==> config.mk <==
export PLATFORM = sky130hd
export DESIGN_NAME = generador_direcciones_imagen
export DESIGN_NICKNAME = d
export VERILOG_FILES = /design/src/rtl/generador_direcciones_imagen.sv
export SDC_FILE = /design/constraint.sdc
export NUM_CORES = 1
export LEC_CHECK = 0
export ABC_AREA = 1
export CAP_MARGIN = 0
export CORE_MARGIN = 1.5
export CORE_UTILIZATION = 41
export CTS_BUF_LIST = sky130_fd_sc_hd__clkbuf_16
export CTS_CLUSTER_SIZE = 28
export DETAILED_ROUTE_END_ITERATION = 8
export PLACE_DENSITY_LB_ADDON = 0.1
export SLEW_MARGIN = 0
export SYNTH_ARGS = -nofsm -noshare
export SYNTH_HDL_FRONTEND = slang
export SYNTH_SLANG_ARGS = --single-unit
==> constraint.sdc <==
create_clock -name clk -period 1.5 [get_ports clk]
set_input_delay 0.15 -clock clk [delete_from_list [all_inputs] [get_ports clk]]
set_output_delay 0.15 -clock clk [all_outputs]
set_load 0.05 [all_outputs]
==> src/rtl/generador_direcciones_imagen.sv <==
// generador_direcciones_imagen
// 2-D read-address generator for the image memory. It walks FILAS rows of
// PALABRAS_POR_FILA consecutive words. Row bases are PASO_FILA words apart,
// and the walk starts at DIRECCION_BASE. All address arithmetic wraps
// modulo 2^BITS_DIRECCION.
//
// Optional feature macro: CONTINUO_EN
//   defined   : after the last word of a frame is accepted, the next frame
//               starts immediately (back-to-back frames, no iniciar needed).
//   undefined : the block returns to REPOSO after the last word.
//
// The address is held in its own register and updated incrementally
// (+1 within a row, base_fila + PASO_FILA on a row change). This keeps the
// output free of the base+column adder.
module generador_direcciones_imagen #(
    parameter int BITS_DIRECCION    = 11,
    parameter int DIRECCION_BASE    = 0,
    parameter int PALABRAS_POR_FILA = 16,
    parameter int PASO_FILA         = 16,
    parameter int FILAS             = 128,
    parameter int BITS_FILA         = 7,
    parameter int BITS_COLUMNA      = 4
) (
    input  logic                      clk,
    input  logic                      reset,
    input  logic                      iniciar,
    input  logic                      avanzar,
    input  logic                      abortar,
    output logic [BITS_DIRECCION-1:0] direccion,
    output logic                      valida,
    output logic                      ultima_columna,
    output logic                      ultima_direccion,
    output logic [BITS_FILA-1:0]      fila_actual
);

    localparam logic [BITS_DIRECCION-1:0] BASE_INI  = BITS_DIRECCION'(DIRECCION_BASE);
    localparam logic [BITS_DIRECCION-1:0] PASO      = BITS_DIRECCION'(PASO_FILA);
    localparam logic [BITS_DIRECCION-1:0] DIR_UNO   = BITS_DIRECCION'(1);
    localparam logic [BITS_COLUMNA-1:0]   COL_MAX   = BITS_COLUMNA'(PALABRAS_POR_FILA - 1);
    localparam logic [BITS_COLUMNA-1:0]   COL_CERO  = BITS_COLUMNA'(0);
    localparam logic [BITS_COLUMNA-1:0]   COL_UNO   = BITS_COLUMNA'(1);
    localparam logic [BITS_FILA-1:0]      FILA_MAX  = BITS_FILA'(FILAS - 1);
    localparam logic [BITS_FILA-1:0]      FILA_CERO = BITS_FILA'(0);
    localparam logic [BITS_FILA-1:0]      FILA_UNO  = BITS_FILA'(1);

    typedef enum logic [0:0] {
        REPOSO    = 1'b0,
        RECORRIDO = 1'b1
    } estado_t;

    estado_t                   estado_q,    estado_d;
    logic [BITS_COLUMNA-1:0]   columna_q,   columna_d;
    logic [BITS_FILA-1:0]      fila_q,      fila_d;
    logic [BITS_DIRECCION-1:0] base_fila_q, base_fila_d;
    logic [BITS_DIRECCION-1:0] direccion_q, direccion_d;

    // State and address registers; an asynchronous reset returns everything to the frame start.
    always_ff @(posedge clk or negedge reset) begin
        if (!reset) begin
            estado_q    <= REPOSO;
            columna_q   <= COL_CERO;
            fila_q      <= FILA_CERO;
            base_fila_q <= BASE_INI;
            direccion_q <= BASE_INI;
        end else begin
            estado_q    <= estado_d;
            columna_q   <= columna_d;
            fila_q      <= fila_d;
            base_fila_q <= base_fila_d;
            direccion_q <= direccion_d;
        end
    end

    // Next-state logic: abortar wins over everything. Otherwise, step column, row or frame on each accepted address.
    always_comb begin
        estado_d    = estado_q;
        columna_d   = columna_q;
        fila_d      = fila_q;
        base_fila_d = base_fila_q;
        direccion_d = direccion_q;
        if (abortar) begin
            estado_d    = REPOSO;
            columna_d   = COL_CERO;
            fila_d      = FILA_CERO;
            base_fila_d = BASE_INI;
            direccion_d = BASE_INI;
        end else begin
            case (estado_q)
                REPOSO: begin
                    // Counters already sit at frame-start values in REPOSO.
                    if (iniciar) begin
                        estado_d = RECORRIDO;
                    end else begin
                        estado_d = REPOSO;
                    end
                end
                RECORRIDO: begin
                    if (avanzar) begin
                        if (columna_q != COL_MAX) begin
                            columna_d   = columna_q + COL_UNO;
                            direccion_d = direccion_q + DIR_UNO;
                        end else if (fila_q != FILA_MAX) begin
                            columna_d   = COL_CERO;
                            fila_d      = fila_q + FILA_UNO;
                            base_fila_d = base_fila_q + PASO;
                            direccion_d = base_fila_q + PASO;
                        end else begin
`ifdef CONTINUO_EN
                            estado_d    = RECORRIDO;
`else
                            estado_d    = REPOSO;
`endif
                            columna_d   = COL_CERO;
                            fila_d      = FILA_CERO;
                            base_fila_d = BASE_INI;
                            direccion_d = BASE_INI;
                        end
                    end else begin
                        estado_d = RECORRIDO;
                    end
                end
                default: begin
                    estado_d    = REPOSO;
                    columna_d   = COL_CERO;
                    fila_d      = FILA_CERO;
                    base_fila_d = BASE_INI;
                    direccion_d = BASE_INI;
                end
            endcase
        end
    end

    // Output decode of registered state. The last-word flags are forced low outside a frame.
    always_comb begin
        direccion        = direccion_q;
        fila_actual      = fila_q;
        valida           = (estado_q == RECORRIDO);
        ultima_columna   = (estado_q == RECORRIDO) && (columna_q == COL_MAX);
        ultima_direccion = (estado_q == RECORRIDO) && (columna_q == COL_MAX) && (fila_q == FILA_MAX);
    end

endmodule

=== After elaboration in Yosys (flattened, before gate mapping) ===
Index checks and enable logic that the tools add are counted.

* Output and inout port bits: 21
* Word-level logic and storage cells: 45
* Register bits: 34

* Mux-type cells: 24
* Add/sub/neg operators: 4
* Reduce and logical (&&, ||, !) cells: 6
* Bitwise gates (word level): 1
* Equality and inequality tests: 5

{| class="wikitable"
|+ Operator list
! cell !! number
|-
| $mux 11 || 9
|-
| $mux 7 || 5
|-
| $mux 4 || 4
|-
| $add 11x1->11 const B || 1
|-
| $add 11x5->11 const B || 1
|-
| $add 7x1->7 const B || 1
|-
| $eq 7x7->1 const B || 1
|-
| $ne 7x7->1 const B || 1
|-
| $mux 1 || 5
|-
| $add 4x1->4 const B || 1
|-
| $eq 4x4->1 const B || 1
|-
| $ne 4x4->1 const B || 1
|-
| $reduce_bool 2->1 || 2
|-
| $reduce_and 3->1 || 1
|-
| $logic_and 1x1->1 || 2
|-
| $ne 2x2->1 const B || 1
|-
| $pmux 1 s2 || 1
|-
| $reduce_and 2->1 || 1
|-
| $not 1->1 || 1
|}

=== Logic depth before layout (Yosys ltp) ===
Gate-level depths: netlist (run 1).

* Depth after elaboration: 6
* Mapped depth: 9

=== Least setup slack after synthesis (run 1) ===
Ideal clock, no wire load.

* Path type: register -> output
* From: register fila_q[1], in the netlist fila_actual[1]
* To: output port ultima_direccion
* Data arrival time: 2496 ps
* Slack: -1146 ps
* Stages on the path, launching flop included: 7
* Buffers on the path: 1
* Path through: dfrtp_1 ha_1 nand2_1 nor2_4 nand3_1 buf_2 nor3_1

* Word-level cells in the longest chain between the ends: 2

{| class="wikitable"
|+ RTL lines
! item !! line !! source
|-
| start: declaration || 53 || <nowiki>logic [BITS_FILA-1:0] fila_q, fila_d;</nowiki>
|-
| start signal: assignment || 68 || <nowiki>fila_q <= fila_d;</nowiki>
|-
| $eq 7x7->1 || 139 || <nowiki>ultima_direccion = (estado_q == RECORRIDO) && (columna_q == COL_MAX) && (fila_q == FILA_MAX);</nowiki>
|-
| $logic_and 1x1->1 || 139 ||
|-
| end: declaration || 32 || <nowiki>output logic ultima_direccion,</nowiki>
|}

Every way passes these cells.

=== Worst setup path after layout (run 1) ===
* From: register fila_q[0], in the netlist fila_actual[0]
* To: output port ultima_direccion

The elaborated chain is that of the path after synthesis.

==> results.sh, run 1 <==
export IMPL_outcome="complete, but fails checks"
export IMPL_violations="setup timing"
export IMPL_timing_reg2reg_setup_slack_ns=0.02
export IMPL_core_rowCount=24
export IMPL_cts_clk_slew_worst_paths_ns=0.05
export IMPL_global_route_wire_length_before_repair_um=7620
export IMPL_p_int_uw=1620
export IMPL_io_pin_count=26
export IMPL_fp_coreArea_um2=4380
export IMPL_clk_root_buffer_cell="clkbuf_16"
export IMPL_final_max_slew_violation_count=0
export IMPL_holdBufCountCts=0
export IMPL_p_sw_share_pct=24.4
export IMPL_tritoncts="done"
export IMPL_pin_count_of_the_biggest_net_entering_global_routing=35
export IMPL_switching_power_uw=523
export IMPL_worstMarginPinSlew_ns=0.312
export IMPL_detailed_place_area_um2=2380
export IMPL_post_route_cells_drive_above_1_share_pct=26.4
export IMPL_synthCells=243
export IMPL_gr_usage_all_layers_pct=19.4
export IMPL_maxUsedRoutingLayer="met4"
export IMPL_share_comb_of_total_power_pct=10.9
export IMPL_synthesis_nets=252
export IMPL_grt_pass1_vias=1615
export IMPL_finalSetupTns_ns=-0.0408
export IMPL_static_leak_uw=0.00132
export IMPL_synth_cell_type_count=24
export IMPL_global_route_overflow_total=0
export IMPL_fmax_ghz=0.649
export IMPL_synthesis_area_um2=1870
export IMPL_detailroute_wirelength_met2_um=2060
export IMPL_post_route_period_util_pct=103
export IMPL_count_of_synthesis_stage_warnings_from_yosys=0
export IMPL_numClockSinks=34
export IMPL_setup_viol_count_final=1
export IMPL_worst_r2r_startpoint="fila_actual[0]"
export IMPL_r2r_cells=10
export IMPL_timing_max_slew_rel_slack_pct=79.2
export IMPL_yosys_register_bits=34
export IMPL_fp_dieW_um=70.6
export IMPL_post_layout_total_power_uw=2140
export IMPL_skew_ns=0.00625
export IMPL_fin_hold_viols=0
export IMPL_crit_reg2reg_capture="direccion[8]"
export IMPL_worstPathArrival_ns=1.39
export IMPL_routed_wl_um=4350
export IMPL_antenna_violating_nets_post_route=0
export IMPL_finalHoldWorstSlack_ns=0.243
export IMPL_place_detailed_hpwl_um=3160
export IMPL_timing_max_cap_violations=0
export IMPL_drt_met1_wl_um=2030
export IMPL_antenna_cells=0
export IMPL_grt_antenna_before_repair=0
export IMPL_post_drt_wl_per_cell_um=12.5
export IMPL_worst_min_delay_path_class="in -> async"
export IMPL_synthesis_area_per_instance_um2=7.71
export IMPL_power_ir_vdd_worst_uv=478
export IMPL_placement_io_buffers=25
export IMPL_initial_utilization_pct=42.7
export IMPL_critical_path_class="reg -> out"
export IMPL_clock_insertion_delay_worst_skew_ns=0.27
export IMPL_cpPeakStageDelay_ns=0.38
export IMPL_vias=1761
export IMPL_cellPowerDensity_nw_per_um2=822
export IMPL_drt_pass1_iterations=6
export IMPL_worstPathRequired_ns=1.35
export IMPL_setup_worst_path_start_class="flip-flop"
export IMPL_cp_slowest_cell="dfrtp_2"
export IMPL_rsz0062_at_grt="true"
export IMPL_proportion_of_power_drawn_by_flip_flops_and_latches_pct=44.9
export IMPL_route_met3_wl_um=192
export IMPL_final_design_area_no_fill_um2=2610
export IMPL_worst_slack_ns=-0.0408
export IMPL_die_area_um2=4980
export IMPL_syn2layout_area_growth_pct=39.2
export IMPL_clock_power_share_pct=44.2
export IMPL_avgViaCountPerCell=5.07
export IMPL_die_height_um=70.6
export IMPL_min_period_ns=1.54
export IMPL_critical_path_peak_fanout=2
export IMPL_seq_area_frac_synth_pct=45.4
export IMPL_numCtsBuffers=5
export IMPL_final_nets=303
export IMPL_path_cells="ha_4 -> nand2_4 -> nor2_4 -> nand3_4 -> nor3_4 -> buf_12"
export IMPL_cts_max_path_buffers=2
export IMPL_drt_initial_drc_count=110
export IMPL_drc=0
export IMPL_htree_num_levels=2
export IMPL_globalplace_congestion=0.831
export IMPL_end_kind="output pin"
-- cell usage in the layout (no fill, tap or decap), types with 3 or more instances in the layout --
master and n:
nand3_1 27, buf_4 35, nand2_4 3, o21ai_0 9, nor2_1 21, nand2_1 63, buf_12 8, nand4_1 8
clkbuf_16 5, nor2_4 3, clkdlybuf4s50_1 4, nand3_2 4, a21oi_1 6, xor2_1 4, dfrtp_1 27, dfrtp_2 7
inv_1 35, o21ai_1 4
-- logic make-up after synthesis --
logic type      after synthesis  share of synthesized area, %
buf+inv                      38                          8.35
flops                        34                          45.4
fa+ha+maj                     4                          2.67
simple gates                137                          33.7
xor+xnor                      4                          1.87
compound gates               26                          8.02
-- power by group through the flow --
stage / clock network (µW) / registers [µW] / logic, µW
6_report: 948 / 962 / 233
5_1_grt: 1020 / 962 / 261
4_1_cts: 970 / 961 / 228
3_5_place_dp: 0 / 975 / 224
3_3_place_gp: 0 / 975 / 224
2_1_floorplan: 0 / 1020 / 80.4
-- flip-flops by register name (all words and copies together), names as in the netlist --
name,count
valida,1
base_fila_q,11
direccion,11
fila_actual,7
columna_q,4
-- Yosys cell counts --
cell,number,share of area (%)
nand2_1,66,13
dfrtp_1,34,45
inv_1,32,6.4
nand3_1,31,8.3
nor2_1,22,4.4
o21ai_0,13,3.5
nand4_1,8,2.7
a21oi_1,6,1.6
ha_1,4,2.7
xor2_1,4,1.9
inv_2,3,0.60
nor2_4,3,1.8
a22o_1,2,0.94
a22oi_1,2,0.80
buf_2,2,0.53
nor3_1,2,0.53
or2_2,2,0.67
a21o_1,1,0.40
a21oi_2,1,0.47
buf_8,1,0.80
nand2_4,1,0.60
nand3_2,1,0.53
nand3_4,1,0.94
o22ai_1,1,0.33
-- timing repair --
action,in CTS,in global routing
pin swaps,4,5
gates resized for setup,4,9
setup endpoints to repair,2,27
cloned,0,0
setup buffers,2,5
-- worst max path at each step --
stage,start,end,slack [ns],depth (start not counted)
4_1_cts,fila_actual[0],ultima_direccion,-0.12,6
6_report,fila_actual[0],ultima_direccion,-0.04,6
3_3_place_gp,abortar,direccion[3],-0.04,8
5_1_grt,fila_actual[0],ultima_direccion,-0.12,6
2_1_floorplan,fila_actual[1],ultima_direccion,-0.32,6
3_5_place_dp,abortar,direccion[3],-0.06,8
-- worst max-delay path: cells and delay by family, from the launching register on --
family	cells	cell delay [ns]
and+or+nand+nor	4	0.40
DFF	1	0.38
buffers and inverters	1	0.16
adders and majority gates	1	0.16
-- final cells by class --
cell class	count	area (µm²)
fillers	433	1780
multi-input cells	171	950
well taps	52	65.1
clock buffers	5	125
inverters	35	134
clock inverters	3	11.3
flip-flops and latches	34	860
repair buffers	47	463
-- through the flow --
stage	cells	utilization [%]	setup slack, ns
2_1_floorplan	243	-	-0.324
3_3_place_gp	333	54.3	-0.0356
3_5_place_dp	333	54.3	-0.0597
4_1_cts	342	58.2	-0.118
5_1_grt	347	59.5	-0.125
6_report	347	59.5	-0.0408
-- per-layer routing --
layer / up-vias / track usage [%]
met5: - / 0
met1: 823 / 26.4
met2: 45 / 30.5
li1: 887 / -
met4: 0 / 6.29
met3: 6 / 5.13
No activity file was read; power rests on OpenSTA's default activity.
==> inputs of run 2 (changes only) <==
--- a/config.mk
+++ b/config.mk
@@ -12,6 +12,7 @@
 export CTS_BUF_LIST = sky130_fd_sc_hd__clkbuf_16
 export CTS_CLUSTER_SIZE = 28
 export DETAILED_ROUTE_END_ITERATION = 8
+export MAX_ROUTING_LAYER = met4
 export PLACE_DENSITY_LB_ADDON = 0.1
 export SLEW_MARGIN = 0
 export SYNTH_ARGS = -nofsm -noshare
==> run 2 against run 1 <==
The run still ends with setup timing left; sequential cell count did not move; clock skew barely moved; critical path depth is the same; setup slack hardly changed; sequential power hardly changed; die area unchanged; global-route usage increased by 0.63 points; routed wire length increased by 0.81%; power decreased by 0.24%.
==> results.sh, run 2 (synthesized netlist as in run 1, its figures left out) <==
export IMPL_static_leak_uw=0.00132
export IMPL_final_max_slew_violation_count=0
export IMPL_worstMarginPinSlew_ns=0.312
export IMPL_route_met3_wl_um=206
export IMPL_setup_worst_path_start_class="flip-flop"
export IMPL_most_common_layout_cells="nand2_1, inv_1, buf_4, nand3_1, dfrtp_1"
export IMPL_post_route_cells_drive_above_1_share_pct=26.2
export IMPL_maxUsedRoutingLayer="met4"
export IMPL_critical_path_peak_fanout=2
export IMPL_critPathTopFamily="simple AND/OR/NAND/NOR gates"
export IMPL_setup_viol_count_final=1
export IMPL_post_drt_wl_per_cell_um=12.7
export IMPL_io_pin_count=26
export IMPL_final_nets=302
export IMPL_antenna_violating_nets_post_route=0
export IMPL_cpPeakStageDelay_ns=0.38
export IMPL_clk_root_buffer_cell="clkbuf_16"
export IMPL_htree_num_levels=2
export IMPL_holdBufCountCts=0
export IMPL_grt_antenna_before_repair=0
export IMPL_initial_utilization_pct=42.7
export IMPL_worstPathArrival_ns=1.39
export IMPL_post_layout_total_power_uw=2140
export IMPL_rsz0062_at_grt="true"
export IMPL_worst_path_buf_inv=1
export IMPL_worst_min_delay_path_class="in -> async"
export IMPL_timing_max_slew_rel_slack_pct=79.2
export IMPL_timing_max_cap_violations=0
export IMPL_drt_initial_drc_count=112
export IMPL_global_route_overflow_total=0
export IMPL_cellPowerDensity_nw_per_um2=822
export IMPL_fillers=435
export IMPL_fp_dieW_um=70.6
export IMPL_violations="setup timing"
export IMPL_placement_io_buffers=25
export IMPL_pin_count_of_the_biggest_net_entering_global_routing=35
export IMPL_fin_hold_viols=0
export IMPL_power_ir_vdd_worst_uv=476
export IMPL_drt_pass1_iterations=4
export IMPL_clock_insertion_delay_worst_skew_ns=0.27
export IMPL_skew_ns=0.00596
export IMPL_fp_coreArea_um2=4380
export IMPL_cp_slowest_cell="dfrtp_2"
export IMPL_path_cells="ha_4 -> nand2_4 -> nor2_4 -> nand3_4 -> nor3_4 -> buf_12"
export IMPL_core_rowCount=24
export IMPL_place_detailed_hpwl_um=3160
export IMPL_layout_cells_most_common="nand2_1"
export IMPL_outcome="complete, but fails checks"
export IMPL_worst_slack_ns=-0.0404
export IMPL_gr_usage_all_layers_pct=20.0
export IMPL_finalSetupTns_ns=-0.0404
export IMPL_min_period_ns=1.54
export IMPL_antenna_cells=0
export IMPL_drc=0
export IMPL_fmax_ghz=0.649
export IMPL_grt_pass1_vias=1614
export IMPL_critical_path_class="reg -> out"
export IMPL_tritoncts="done"
export IMPL_post_route_period_util_pct=103
export IMPL_cts_clk_slew_worst_paths_ns=0.05
export IMPL_numCtsBuffers=5
export IMPL_routed_wl_um=4380
export IMPL_avgViaCountPerCell=5.09
export IMPL_vias=1760
export IMPL_syn2layout_area_growth_pct=38.8
export IMPL_die_height_um=70.6
export IMPL_detailroute_wirelength_met2_um=2070
export IMPL_timing_reg2reg_setup_slack_ns=0.02
export IMPL_die_area_um2=4980
export IMPL_cts_max_path_buffers=2
export IMPL_numClockSinks=34
export IMPL_globalplace_congestion=0.844
export IMPL_end_kind="output pin"
export IMPL_worstPathRequired_ns=1.35
export IMPL_drt_met1_wl_um=2040
export IMPL_finalCoreUtilization_pct=59.3
export IMPL_global_route_wire_length_before_repair_um=7610
run 2: cell types whose count changed in the layout (fill, tap and decap cells not counted), sizes merged:
cell,delta
buf,-1
run 2: routing by layer:
layer / vias to the layer above / global-route usage (%)
li1: 885 / -
met1: 826 / 26.8
met2: 43 / 30.3
met3: 6 / 4.99
met4: 0 / 6.29
met5: - / -
run 2: worst paths after layout:
kind	start	to	depth (start not counted)
worst min register to register	base_fila_q[1]	base_fila_q[1]	2
max in group asynchronous	reset	direccion[0]	2
min in group clk	iniciar	valida	3
worst max register to register	fila_actual[0]	direccion[8]	10
worst max-delay path	fila_actual[0]	ultima_direccion	6
worst min-delay path	reset	direccion[6]	2
run 2: final cells by class:
type	instances	area [µm²]	share of cell area, %
inverter	35	134	5.15
clock buffer	5	125	4.81
sequential	34	860	33.1
clock inverter	3	11.3	0.433
multi-input combinational	171	950	36.5
tap	52	65.1	2.50
timing repair buffer	46	455	17.5
run 2: repair_timing:
item                                    CTS  global route
buffers inserted                          2             4
gates resized for setup                   4             9
endpoints found under the setup margin    2            27
gates cloned                              0             0
pin swaps                                 4             5
run 2: stage by stage:
| step | setup WS [ns] | hold WS (ns) | cells | instance area, µm² |
|---|---|---|---|---|
| 5_1_grt | -0.126 | 0.255 | 346 | 2600 |
| 3_3_place_gp | -0.0356 | 0.483 | 333 | 2380 |
| 6_report | -0.0404 | 0.242 | 346 | 2600 |
| 4_1_cts | -0.118 | 0.247 | 342 | 2550 |
| 3_5_place_dp | -0.0597 | 0.491 | 333 | 2380 |
| 2_1_floorplan | -0.324 | -0.146 | 243 | 1930 |
run 2: worst register-to-register path: stages (launching register included):
cell and delay [ns]:
dfrtp_2 0.38, ha_4 0.16, nand2_4 0.05, nor2_4 0.11
nand3_4 0.09, buf_4 0.17, buf_4 0.17, nand3_2 0.07
nand2_1 0.05, nand2_1 0.06, nand2_1 0.05
run 2: power breakdown:
group	internal (µW)	total, µW	switching, µW
Combinational	83.1	229	146
Sequential	939	962	23.3
Clock	596	947	351
==> inputs of run 3 (changes only) <==
--- a/config.mk
+++ b/config.mk
@@ -14,6 +14,7 @@
 export DETAILED_ROUTE_END_ITERATION = 8
 export MAX_ROUTING_LAYER = met4
 export PLACE_DENSITY_LB_ADDON = 0.1
+export SKIP_LAST_GASP = 1
 export SLEW_MARGIN = 0
 export SYNTH_ARGS = -nofsm -noshare
 export SYNTH_HDL_FRONTEND = slang
==> run 3 against run 2 <==
The flow still finishes with violations (setup timing); non-clock buffer count unchanged; highest routed layer unchanged; maximum frequency about the same; hold slack about the same; largest cell class unchanged.
==> results.sh, run 3 (synthesized netlist as in run 1, its figures left out) <==
export IMPL_place_inst=333
export IMPL_place_detailed_hpwl_um=3160
export IMPL_outcome="complete, but fails checks"
export IMPL_maxUsedRoutingLayer="met4"
export IMPL_io_pin_count=26
export IMPL_rsz0062_at_grt="true"
export IMPL_cts_max_path_buffers=2
export IMPL_syn2layout_area_growth_pct=38.8
export IMPL_initial_utilization_pct=42.7
export IMPL_detailroute_wirelength_met2_um=2060
export IMPL_fp_coreArea_um2=4380
export IMPL_cellPowerDensity_nw_per_um2=823
export IMPL_r2r_cells=10
export IMPL_worstPathRequired_ns=1.35
export IMPL_skew_ns=0.00593
export IMPL_fp_dieW_um=70.6
export IMPL_worst_slack_ns=-0.0404
export IMPL_violations="setup timing"
export IMPL_gr_usage_all_layers_pct=20.0
export IMPL_drt_pass1_iterations=6
export IMPL_post_route_period_util_pct=103
export IMPL_timing_max_slew_rel_slack_pct=79.1
export IMPL_grt_pass1_vias=1610
export IMPL_pin_count_of_the_biggest_net_entering_global_routing=35
export IMPL_antenna_cells=0
export IMPL_numClockSinks=34
export IMPL_layout_cells_most_common="nand2_1"
export IMPL_worstPathArrival_ns=1.39
export IMPL_global_route_overflow_total=0
export IMPL_drc=0
export IMPL_post_route_cells_drive_above_1_share_pct=26.2
export IMPL_critical_path_class="reg -> out"
export IMPL_cts_clk_slew_worst_paths_ns=0.05
export IMPL_avgViaCountPerCell=5.05
export IMPL_tritoncts="done"
export IMPL_timing_max_cap_violations=0
export IMPL_antenna_violating_nets_post_route=0
export IMPL_htree_num_levels=2
export IMPL_worst_min_delay_path_class="in -> async"
export IMPL_clock_insertion_delay_worst_skew_ns=0.27
export IMPL_critical_path_peak_fanout=2
export IMPL_final_max_slew_violation_count=0
export IMPL_min_period_ns=1.54
export IMPL_post_drt_wl_per_cell_um=12.6
export IMPL_crit_reg2reg_capture="direccion[8]"
export IMPL_die_area_um2=4980
export IMPL_globalplace_congestion=0.844
export IMPL_routed_wl_um=4370
export IMPL_global_route_wire_length_before_repair_um=7600
export IMPL_numCtsBuffers=5
export IMPL_final_nets=302
export IMPL_static_leak_uw=0.00132
export IMPL_fin_hold_viols=0
export IMPL_placement_io_buffers=25
export IMPL_finalHoldWorstSlack_ns=0.242
export IMPL_clk_root_buffer_cell="clkbuf_16"
export IMPL_vias=1747
export IMPL_fmax_ghz=0.649
export IMPL_final_cells=346
export IMPL_most_common_layout_cells="nand2_1, inv_1, buf_4, nand3_1, dfrtp_1"
export IMPL_setup_worst_path_start_class="flip-flop"
export IMPL_end_kind="output pin"
export IMPL_fillers=435
export IMPL_drt_initial_drc_count=105
export IMPL_die_height_um=70.6
export IMPL_power_ir_vdd_worst_uv=476
export IMPL_grt_antenna_before_repair=0
export IMPL_route_met3_wl_um=202
export IMPL_core_rowCount=24
export IMPL_worstMarginPinSlew_ns=0.313
export IMPL_worst_r2r_startpoint="fila_actual[0]"
export IMPL_drt_met1_wl_um=2040
export IMPL_timing_reg2reg_setup_slack_ns=0.02
export IMPL_setup_viol_count_final=1
[run 3: cell counts in the layout (fill, tap and decap cells not counted)]
Identical to the previous run, type by type.
[run 3: per-layer routing]
metal	GRT usage, %	up-vias
met4	6.29	0
met1	26.8	813
met2	30.2	42
li1	-	886
met5	-	-
met3	4.99	6
[run 3: power by group]
part           switching (µW)  total (µW)  internal, µW  leakage (µW)
combinational             146         229          83.1      0.000781
clock                     352         947           596     0.0000776
sequential               23.3         962           939      0.000459
total                     521        2140          1620       0.00132
[run 3: area by class of cell]
type	instances	area, µm²	share of cell area [%]
clock buffer	5	125	4.81
timing repair buffer	46	455	17.5
multi-input combinational	171	950	36.5
tap	52	65.1	2.50
inverter	35	134	5.15
clock inverter	3	11.3	0.433
sequential	34	860	33.1
[run 3: what timing repair did]
| item | CTS | global route |
|---|---|---|
| hold buffers | 0 | 0 |
| pin swaps | 4 | 5 |
| setup buffers | 2 | 4 |
| resized for setup | 3 | 10 |
| setup endpoints to repair | 2 | 27 |
[run 3: metrics by stage]
step	setup TNS [ns]	total power, µW	setup WS, ns	instance area, µm²	utilization [%]
after CTS	-0.139	2160	-0.118	2540	58.0
final	-0.0404	2140	-0.0404	2600	59.3
after global placement	-0.162	1200	-0.0356	2380	54.3
after global routing	-0.546	2250	-0.126	2600	59.3
after detailed placement	-0.181	1200	-0.0597	2380	54.3
after floorplan	-0.325	1100	-0.324	1930	-
[run 3: worst max-delay path, cell delays in order, from the launching register on]
cell,delay [ns]
dfrtp_2,0.38
ha_4,0.16
nand2_4,0.05
nor2_4,0.11
nand3_4,0.09
nor3_4,0.15
buf_12,0.16
[run 3: how the worst max path moves through the flow]
stage | from | end | slack, ns | cells past startpoint
final | fila_actual[0] | ultima_direccion | -0.04 | 6
after global routing | fila_actual[0] | ultima_direccion | -0.13 | 6
after CTS | fila_actual[0] | ultima_direccion | -0.12 | 6
after detailed placement | abortar | direccion[3] | -0.06 | 8
after global placement | abortar | direccion[3] | -0.04 | 8
after floorplan | fila_actual[1] | ultima_direccion | -0.32 | 6
==> RTL edit (settings of run 2) <==
Put a register stage on the output `direccion`, without a reset. The value now appears one clock later. The other outputs are not delayed to match.
--- a/src/rtl/generador_direcciones_imagen.sv
+++ b/src/rtl/generador_direcciones_imagen.sv
@@ -47,6 +47,8 @@
         REPOSO    = 1'b0,
         RECORRIDO = 1'b1
     } estado_t;
+
+    logic [BITS_DIRECCION-1:0] direccion_c;
 
     estado_t                   estado_q,    estado_d;
     logic [BITS_COLUMNA-1:0]   columna_q,   columna_d;
@@ -132,12 +134,16 @@
 
     // Output decode of registered state. The last-word flags are forced low outside a frame.
     always_comb begin
-        direccion        = direccion_q;
+        direccion_c      = direccion_q;
         fila_actual      = fila_q;
         valida           = (estado_q == RECORRIDO);
         ultima_columna   = (estado_q == RECORRIDO) && (columna_q == COL_MAX);
         ultima_direccion = (estado_q == RECORRIDO) && (columna_q == COL_MAX) && (fila_q == FILA_MAX);
     end
 
+    always_ff @(posedge clk) begin
+        direccion <= direccion_c;
+    end
+
 endmodule
 
Behaviour: not the same (Yosys sat finds a counterexample within 4 cycles, from zero or initial values and one cycle with reset low).
==> RTL edit against run 2 <==
The run still ends with setup timing left. Hold slack worse by 0.015 ns. Sequential cell count rose by 11. Area after synthesis is 12% higher. Final area is 7.6% higher. Fmax decreased by 4.0%. Routed wire length rose by 1.4%. Power up 23%. Worst setup slack got worse by 0.064 ns. Clock power is 22% higher.
==> RTL edit: results (changes against run 2) <==
\begin{tabular}{lr}
\hline
Metric & Value \\
\hline
\multicolumn{2}{l}{\textbf{Placed design}} \\
Detailed Place HPWL & 3200 µm (+1.1\%) \\
Cell total after placement & 347 (+4.2\%) \\
Global placement routability congestion & 0.800 (-5.2\%) \\
Instance area after placement & 2530 µm² (+6.4\%) \\
\multicolumn{2}{l}{\textbf{Critical path}} \\
Max stage delay on crit path & just under 0.4 ns \\
Critical path arrival & 1.45 ns (+0.06 ns) \\
Critical Path Slowest Stage Cell & dfrtp\_2 \\
R2R setup slack & 0.05 ns (+0.03 ns) \\
Maximum fanout along the worst path & 4 (+2) \\
\multicolumn{2}{l}{\textbf{STA}} \\
Count of endpoints failing setup in the final report & 1 (unchanged) \\
Final worst setup slack & -0.104 ns (-0.0636 ns) \\
Relative slew slack & 72.4\% (-6.8 points) \\
Setup TNS & -0.104 ns (-0.0636 ns) \\
Setup Skew & 0.00641 ns (+0.000455 ns) \\
\multicolumn{2}{l}{\textbf{Worst hold path}} \\
Hold WC Path Type & input pin to asynchronous set/reset pin \\
\multicolumn{2}{l}{\textbf{Drt}} \\
Number of search-and-repair iterations in the first detailed-routing pass & 4 (unchanged) \\
Per-cell routed wire length & 12.3 µm (-2.8\%) \\
Overall via count from detail\_route & 1730 (-1.7\%) \\
Number of violations reported at the end of detailed-routing iteration 0 & 86 (-23\%) \\
\multicolumn{2}{l}{\textbf{Cells and area}} \\
Fillers & 450 (+3.4\%) \\
Layout cell share with drive strength beyond 1 & 30.3\% (+4.1 points) \\
Final Non-Filler Cells & 361 (+4.3\%) \\
\multicolumn{2}{l}{\textbf{Pwr}} \\
Maximum resistive drop on vdd & 378 µV (-21\%) \\
LEAKAGE & 1.33 nW (+0.89\%) \\
\multicolumn{2}{l}{\textbf{Outcome}} \\
Run status & complete, but fails checks \\
Failing checks & setup timing \\
\multicolumn{2}{l}{\textbf{Logic synthesis}} \\
Mapped Nets & 255 (+1.2\%) \\
Number of standard cells after synthesis & 246 (+1.2\%) \\
Share of the yosys chip area belonging to registers & 51.0\% (+5.5 points) \\
Biggest area contributors in the synthesized netlist & dfrtp\_1 (40\%), nand2\_1 (13\%), dfxtp\_1 (10\%) \\
Fraction of registers with async set/reset & 75.6\% (-24 points) \\
Ranking of synthesized cells by instance count & nand2\_1 (72), dfrtp\_1 (34), nand3\_1 (25), inv\_1 (22), nor2\_1 (18) \\
Yosys warns & 0 (unchanged) \\
Distinct cell type count of the synthesized netlist & 29 (+21\%) \\
\multicolumn{2}{l}{\textbf{Global route}} \\
First-pass GRT wire length & 7780 µm (+2.2\%) \\
GRT met2 Usage & 31.3\% (+1.1 points) \\
Met1 demand-to-capacity share in global routing & 23.2\% (-3.5 points) \\
Met3 global-route usage & 4.47\% (-0.51 points) \\
Total global routing track utilization & 19.0\% (-0.99 points) \\
\multicolumn{2}{l}{\textbf{Clock network}} \\
TritonCTS Buffers & 5 (unchanged) \\
\hline
\end{tabular}
-- RTL edit: metal layers --
layer  wire length, µm  vias up
li1                  -      898
met5                 0        -
met3               128        6
met2              2140       26
met4                63        0
met1              2110      800
-- RTL edit: final timing paths --
| kind | depth (start not counted) | startpoint | endpoint |
|---|---|---|---|
| setup / recovery | 6 | fila_actual[1] | ultima_direccion |
| hold / removal | 2 | reset | columna_q[0] |
| setup reg to reg | 7 | columna_q[1] | fila_actual[1] |
| hold reg to reg | 0 | direccion_c[1] | direccion[1] |
| max in group asynchronous | 2 | reset | fila_actual[3] |
| min in group clk | 3 | iniciar | valida |
-- RTL edit: critical path, delay by kind of cell (launching register included) --
| kind | cells | cell delay (ns) |
|---|---|---|
| adders and majority gates | 1 | 0.16 |
| buffers and inverters | 2 | 0.22 |
| DFF | 1 | 0.39 |
| and+or+nand+nor | 3 | 0.40 |
-- RTL edit: area by class of cell --
type / count / area [µm²] / share of cell area [%]
inverter: 27 / 110 / 3.94
sequential: 45 / 1080 / 38.6
timing repair buffer: 41 / 363 / 13.0
clock buffer: 6 / 150 / 5.37
multi-input combinational: 173 / 997 / 35.7
clock inverter: 2 / 12.5 / 0.447
tap: 67 / 83.8 / 3.00
-- RTL edit: what timing repair did --
item,CTS,global route
cloned,0,1
endpoints found under the setup margin,2,28
resized for setup,1,16
buffers inserted,3,2
pin swaps,1,4
-- RTL edit: logic make-up after synthesis --
logic type / share of synthesized area, %
compound gates: 7.86
simple gates: 31.8
buf+inv: 5.77
fa+ha+maj: 2.38
xor+xnor: 1.25
flops: 51.0
-- RTL edit: power breakdown --
group / internal [mW] / switching, mW / total, mW
registers: 1.23 / 0.0179 / 1.25
clock network: 0.715 / 0.440 / 1.16
logic: 0.0846 / 0.149 / 0.234
-- RTL edit: through the flow --
stage | setup WS (ns) | hold WS [ns]
global route | -0.159 | 0.255
CTS | -0.116 | 0.236
detailed placement | -0.0307 | 0.420
global placement | -0.0288 | 0.414
floorplan | -0.228 | -0.146
finish | -0.104 | 0.227
